### src/rtl/clk_util_pkg.sv
// Shared types and constants for the clock-utility blocks: the monitor FSM state,
// default sizing, and the width rule for saturating counters.
package clk_util_pkg;

    typedef enum logic [1:0] {
        IDLE  = 2'd0,
        ARMED = 2'd1,
        MEAS  = 2'd2
    } mon_state_e;

    localparam int DEF_CNT_W       = 16;
    localparam int DEF_TIMEOUT     = 1024;
    localparam int DEF_SYNC_STAGES = 2;

    // Bits needed by a counter that counts up to and holds at max_val.
    function automatic int sat_cnt_w(input int max_val);
        return (max_val < 2) ? 1 : $clog2(max_val + 1);
    endfunction

endpackage

### src/rtl/sync_edge_det.sv
// Synchronizer chain plus history flop for an asynchronous level; emits registered
// one-cycle rise/fall strobes and the same detections one cycle early for local use.
module sync_edge_det #(
    parameter int STAGES = 2
) (
    input  logic clk,
    input  logic rst,
    input  logic din,
    output logic level,
    output logic rise,
    output logic fall,
    output logic rise_pulse,
    output logic fall_pulse
);

    logic [STAGES-1:0] sync_q;
    logic              s_d;

    assign level = sync_q[STAGES-1];
    // rise/fall line up with the edge on which the registered strobes assert
    assign rise  = level & ~s_d;
    assign fall  = ~level & s_d;

    always_ff @(posedge clk) begin
        if (rst) begin
            sync_q     <= '0;
            s_d        <= 1'b0;
            rise_pulse <= 1'b0;
            fall_pulse <= 1'b0;
        end else begin
            sync_q     <= {sync_q[STAGES-2:0], din};
            s_d        <= level;
            rise_pulse <= rise;
            fall_pulse <= fall;
        end
    end

endmodule

### src/rtl/slow_clk_monitor.sv
// Samples a slow clock as data: edge strobes, rise-to-rise period, loss detection.
// Define SLOW_CLK_MON_DUTY_EN to add the high_time output (high-phase length).
module slow_clk_monitor
    import clk_util_pkg::*;
#(
    parameter int CNT_W       = DEF_CNT_W,
    parameter int TIMEOUT     = DEF_TIMEOUT,
    parameter int SYNC_STAGES = DEF_SYNC_STAGES
) (
    input  logic             clk,
    input  logic             rst,
    input  logic             clk_slow_in,
    output logic             rise_pulse,
    output logic             fall_pulse,
    output logic [CNT_W-1:0] period,
    output logic             period_valid,
    output logic             lost
`ifdef SLOW_CLK_MON_DUTY_EN
    ,
    output logic [CNT_W-1:0] high_time
`endif
);

    localparam int                IDLE_W    = sat_cnt_w(TIMEOUT);
    localparam logic [CNT_W-1:0]  CNT_MAX   = '1;
    localparam logic [IDLE_W-1:0] IDLE_LIM  = IDLE_W'(TIMEOUT);
    localparam logic [IDLE_W-1:0] IDLE_TRIP = IDLE_W'(TIMEOUT - 1);

    logic s, rise, fall, any_edge, timeout;
    logic [CNT_W-1:0]  cnt, cnt_inc;
    logic [IDLE_W-1:0] idle_cnt;

    mon_state_e       state, state_next;
    logic [CNT_W-1:0] period_next;
    logic             valid_next, lost_next;

    sync_edge_det #(.STAGES(SYNC_STAGES)) u_sync (
        .clk        (clk),
        .rst        (rst),
        .din        (clk_slow_in),
        .level      (s),
        .rise       (rise),
        .fall       (fall),
        .rise_pulse (rise_pulse),
        .fall_pulse (fall_pulse)
    );

    assign cnt_inc  = (cnt == CNT_MAX) ? cnt : cnt + CNT_W'(1);
    assign any_edge = rise | fall;
    // idle reaches TIMEOUT on this edge; an edge in the same cycle always wins
    assign timeout  = !any_edge && (idle_cnt >= IDLE_TRIP);

    always_ff @(posedge clk) begin
        if (rst) begin
            cnt      <= '0;
            idle_cnt <= '0;
        end else begin
            cnt <= rise ? '0 : cnt_inc;
            if (any_edge)
                idle_cnt <= '0;
            else if (idle_cnt != IDLE_LIM)
                idle_cnt <= idle_cnt + IDLE_W'(1);
        end
    end

    always_comb begin
        state_next  = state;
        period_next = period;
        valid_next  = period_valid;
        lost_next   = lost;
        if (any_edge)
            lost_next = 1'b0;
        if (timeout) begin
            state_next = IDLE;
            valid_next = 1'b0;
            lost_next  = 1'b1;
        end else if (rise) begin
            case (state)
                IDLE:  state_next = ARMED;
                ARMED, MEAS: begin
                    state_next  = MEAS;
                    period_next = cnt_inc;
                    valid_next  = 1'b1;
                end
                default: state_next = IDLE;
            endcase
        end
    end

    always_ff @(posedge clk) begin
        if (rst) begin
            state        <= IDLE;
            period       <= '0;
            period_valid <= 1'b0;
            lost         <= 1'b0;
        end else begin
            state        <= state_next;
            period       <= period_next;
            period_valid <= valid_next;
            lost         <= lost_next;
        end
    end

`ifdef SLOW_CLK_MON_DUTY_EN
    logic [CNT_W-1:0] high_cnt;

    always_ff @(posedge clk) begin
        if (rst) begin
            high_cnt  <= '0;
            high_time <= '0;
        end else begin
            if (rise)
                high_cnt <= '0;
            else if (s && high_cnt != CNT_MAX)
                high_cnt <= high_cnt + CNT_W'(1);
            if (fall)
                high_time <= (high_cnt == CNT_MAX) ? high_cnt : high_cnt + CNT_W'(1);
        end
    end
`else
    logic unused_level;
    assign unused_level = s;
`endif

endmodule
### config.mk
export PLATFORM = sky130hd
export DESIGN_NAME = slow_clk_monitor
export DESIGN_NICKNAME = d
export VERILOG_FILES = /design/src/rtl/clk_util_pkg.sv /design/src/rtl/sync_edge_det.sv /design/src/rtl/slow_clk_monitor.sv
export SDC_FILE = /design/constraint.sdc
export NUM_CORES = 1
export LEC_CHECK = 0
export ABC_AREA = 1
export BUFFER_PORTS_ARGS = -buffer_cell sky130_fd_sc_hd__buf_4
export CELL_PAD_IN_SITES_DETAIL_PLACEMENT = 1
export CELL_PAD_IN_SITES_GLOBAL_PLACEMENT = 2
export CORE_UTILIZATION = 33
export CTS_CLUSTER_DIAMETER = 40
export DETAILED_ROUTE_END_ITERATION = 6
export GPL_TIMING_DRIVEN = 1
export PLACE_DENSITY = 0.88
export SLEW_MARGIN = 20
export SYNTH_ARGS = -nofsm -noshare
export SYNTH_HDL_FRONTEND = slang
export SYNTH_HIERARCHICAL = 1
export SYNTH_SLANG_ARGS = --single-unit
### constraint.sdc
create_clock -name clk -period 1.5 [get_ports clk]
set_input_delay 0.3 -clock clk [delete_from_list [all_inputs] [get_ports clk]]
set_output_delay 0.3 -clock clk [all_outputs]
set_load 0.02 [all_outputs]
==> flow_summary_export.csv <==
group,metric,value,unit
pwr,p_sw,0.000558,W
sta,finalSetupTns,0,ps
sta,holdWs,205,ps
detailed_routing,dr.max_layer_used,"met4",
clock_tree,cts_tree,"done",
logic_synthesis,yosys.cell_types.count,25,
global_route,grt_max_degree,22,
place,place_ws,34.1,ps
die,die_h,87.6,um
cells_and_area,synthToLayoutAreaGrowth,21.5,%
global_route,antenna_found_initial,0,
worst_setup_path,cp.required,1730,ps
pwr,combinationalPowerShare,6.7,%
clock_tree,path_clk_slew,90,ps
worst_hold_path,whs_path_depth,3,
clock_tree,clk_latency,290,ps
die,die-area,7680,um^2
pwr,pwr-share-seq,56.8,%
cells_and_area,nets,382,
clock_tree,postCtsHoldBufs,0,
sta,finalCriticalPeriod,1390,ps
detailed_routing,route.vias.total,2123,
cells_and_area,fin_util,42.3,%
sta,max_freq,0.718,GHz
cells_and_area,nFillCells,894,
logic_synthesis,async_flop_share,0,%
pwr,clockPowerShare,36.5,%
pwr,p_total,0.00251,W
die,core_area,6940,um^2
sta,fin_crit_sh,92.8,%
logic_synthesis,synth_edf_count,0,
sta,setup_slack,108,ps
logic_synthesis,syn_area,2420,um^2
logic_synthesis,ys.flop_type,"dfxtp_1",
clock_tree,clockRootBuffer,"clkbuf_8",
pwr,p_int,0.00195,W
global_route,grt_first_pass_wirelength,10200,um
die,initial_core_util,34.8,%
logic_synthesis,synth_area_per_cell,7.10,um^2
clock_tree,cts_sinks,52,
logic_synthesis,yosys-top-cells-count,"nor2_1 (73), nand2_1 (57), dfxtp_1 (52)",
place,place.gp.congestion,0.828,
global_route,gr-usage-all-layers,16.9,%
logic_synthesis,synth_top_area_share,43.0,%
logic_synthesis,synth_cells,341,
sta,setup_viol,0,
place,port_buffers,22,
sta,worst_clock_skew,4.91,ps
worst_setup_path,crit_type,"flip-flop to flip-flop",
die,dieWidth,87.6,um
global_route,grt.overflow.total,0,
logic_synthesis,synthTopCellsByArea,"dfxtp_1 (43%), nor2_1 (11%), nand2_1 (8.8%)",
worst_setup_path,reg2reg_depth,10,
worst_setup_path,crit_arrival,1630,ps
clock_tree,cts_max_level,2,
detailed_routing,vias_per_cell,4.52,
clock_tree,numCtsBuffers,5,
sta,slew_viol_final,0,
run,maxCapViolCount,0,
detailed_routing,drt_pass1_iterations,5,
detailed_routing,wl_met1,3060,um
detailed_routing,met2WireLength,2790,um
sta,worstMarginPinSlew,398,ps
worst_setup_path,critPathMaxFanout,8,
logic_synthesis,synth.most_common_cell,"nor2_1",
sta,max-slew-margin-rel,73.5,%
pwr,p_sw_share,22.2,%
cells_and_area,drive_gt1_share,22.5,%
detailed_routing,dr_wl_met3,140,um
die,num_rows,30,
pwr,power_density,854,nW/um^2
worst_hold_path,worstHoldPathType,"input pin to flip-flop",
die,ios,23,
logic_synthesis,mappedNetlistNets,348,
detailed_routing,routedWlPerCell,12.8,um
clock_tree,cts_buffer_depth,2,
worst_setup_path,crit_path_end_kind,"flip-flop",
cells_and_area,antenna_cells,0,
logic_synthesis,synth_top_area_cell,"dfxtp_1",
sta,hold_violations,0,
pwr,vdd_drop_max,0.000427,V
global_route,grt_pass1_vias,2132,
detailed_routing,route.detailed.drc,0,
detailed_routing,wl,6010,um
run_status,status,"finished clean",
detailed_routing,dr.first_iter.drc_count,46,
logic_synthesis,yosysSeqAreaShare,43.0,%
logic_synthesis,ys_ff_latch,52,
worst_setup_path,start_kind,"flip-flop",
logic_synthesis,yosysWarnings,6,
detailed_routing,ant_nets,0,
pwr,p_leak,1.36,nW
place,dp_hpwl,4660,um
## routing by layer
| layer | global-route usage [%] | vias up |
|---|---|---|
| met5 | 0 | - |
| met4 | 1.79 | 0 |
| met3 | 3.20 | 2 |
| met2 | 28.3 | 25 |
| met1 | 23.4 | 980 |
| li1 | - | 1116 |
## critical path, cell delays in order, from the launching register on
cell     delay [ps]
dfxtp_2         360
ha_4            170
nand2_2          70
nor2_2          100
nand2_2          90
inv_2            90
nand2_4         100
buf_12          150
nand3_2          70
nor2_1           40
nor2_1           80
## sequential cells by signal, summed over array words and instances (netlist names)
signal and flops:
period 16, state 2, u_sync/s_d 1, cnt 16, u_sync/fall_pulse 1, u_sync/rise_pulse 1, period_valid 1, u_sync/sync_q 2
idle_cnt 11, lost 1
## worst paths after layout
path                                from                     endpoint  slack, ps
max                    cnt[0]$_SDFF_PP0_      period[13]$_SDFFE_PP0P_        110
max reg2reg            cnt[0]$_SDFF_PP0_      period[13]$_SDFFE_PP0P_        110
min reg2reg  u_sync/sync_q[0]$_SDFF_PP0_  u_sync/sync_q[1]$_SDFF_PP0_        410
min                          clk_slow_in  u_sync/sync_q[0]$_SDFF_PP0_        210
## area by class of cell
type	instances	area (um^2)	area share [%]
Multi-Input combinational cell	228	1190	40.7
Inverter	56	213	7.24
Tap cell	96	120	4.09
Clock buffer	5	68.8	2.34
Clock inverter	1	30.0	1.02
Sequential cell	52	1050	35.6
Timing Repair Buffer	32	265	9.03
## logic make-up after synthesis
group | synth area share [%]
AND/OR/NAND/NOR | 35.5
buffers and inverters | 9.88
flip-flops | 43.0
AO/OA/AOI/OAI | 6.62
XOR/XNOR | 2.90
adder cells (fa/ha/maj) | 2.07
## metrics by stage
stage	cells	area, um^2
global route	470	2940
finish	470	2940
floorplan	341	2420
global placement	464	2780
CTS	470	2880
detailed placement	464	2780
## power by group through the flow
stage | clock [W] | sequential (W) | combinational, W
floorplan | 0 | 0.00146 | 0.0000821
global placement | 0 | 0.00145 | 0.000156
detailed placement | 0 | 0.00145 | 0.000161
CTS | 0.000948 | 0.00142 | 0.000162
global route | 0.00100 | 0.00143 | 0.000191
finish | 0.000915 | 0.00143 | 0.000168
## layout by cell type (no fill, tap or decap)
cell type,instances
nor3_1,2
or2_2,1
inv_4,1
nand3_4,1
inv_2,8
nand2_2,4
dfxtp_2,5
nor2_4,6
bufinv_16,1
nor2_2,8
nand3_2,8
nand2_4,2
nor2_1,68
xnor2_1,2
ha_1,3
nand2_1,56
o21ai_1,2
nand4_1,8
o21ai_0,13
nand3_1,19
xor2_1,6
ha_4,1
inv_1,47
buf_12,2
dfxtp_1,47
nand4_2,1
a21oi_1,17
clkbuf_8,5
buf_4,30
## repair_timing
item	CTS	global route
buffers inserted	0	0
gates resized for setup	0	21
setup endpoints to repair	0	31
hold endpoints to repair	0	0
(Power assumes the default switching activity.)
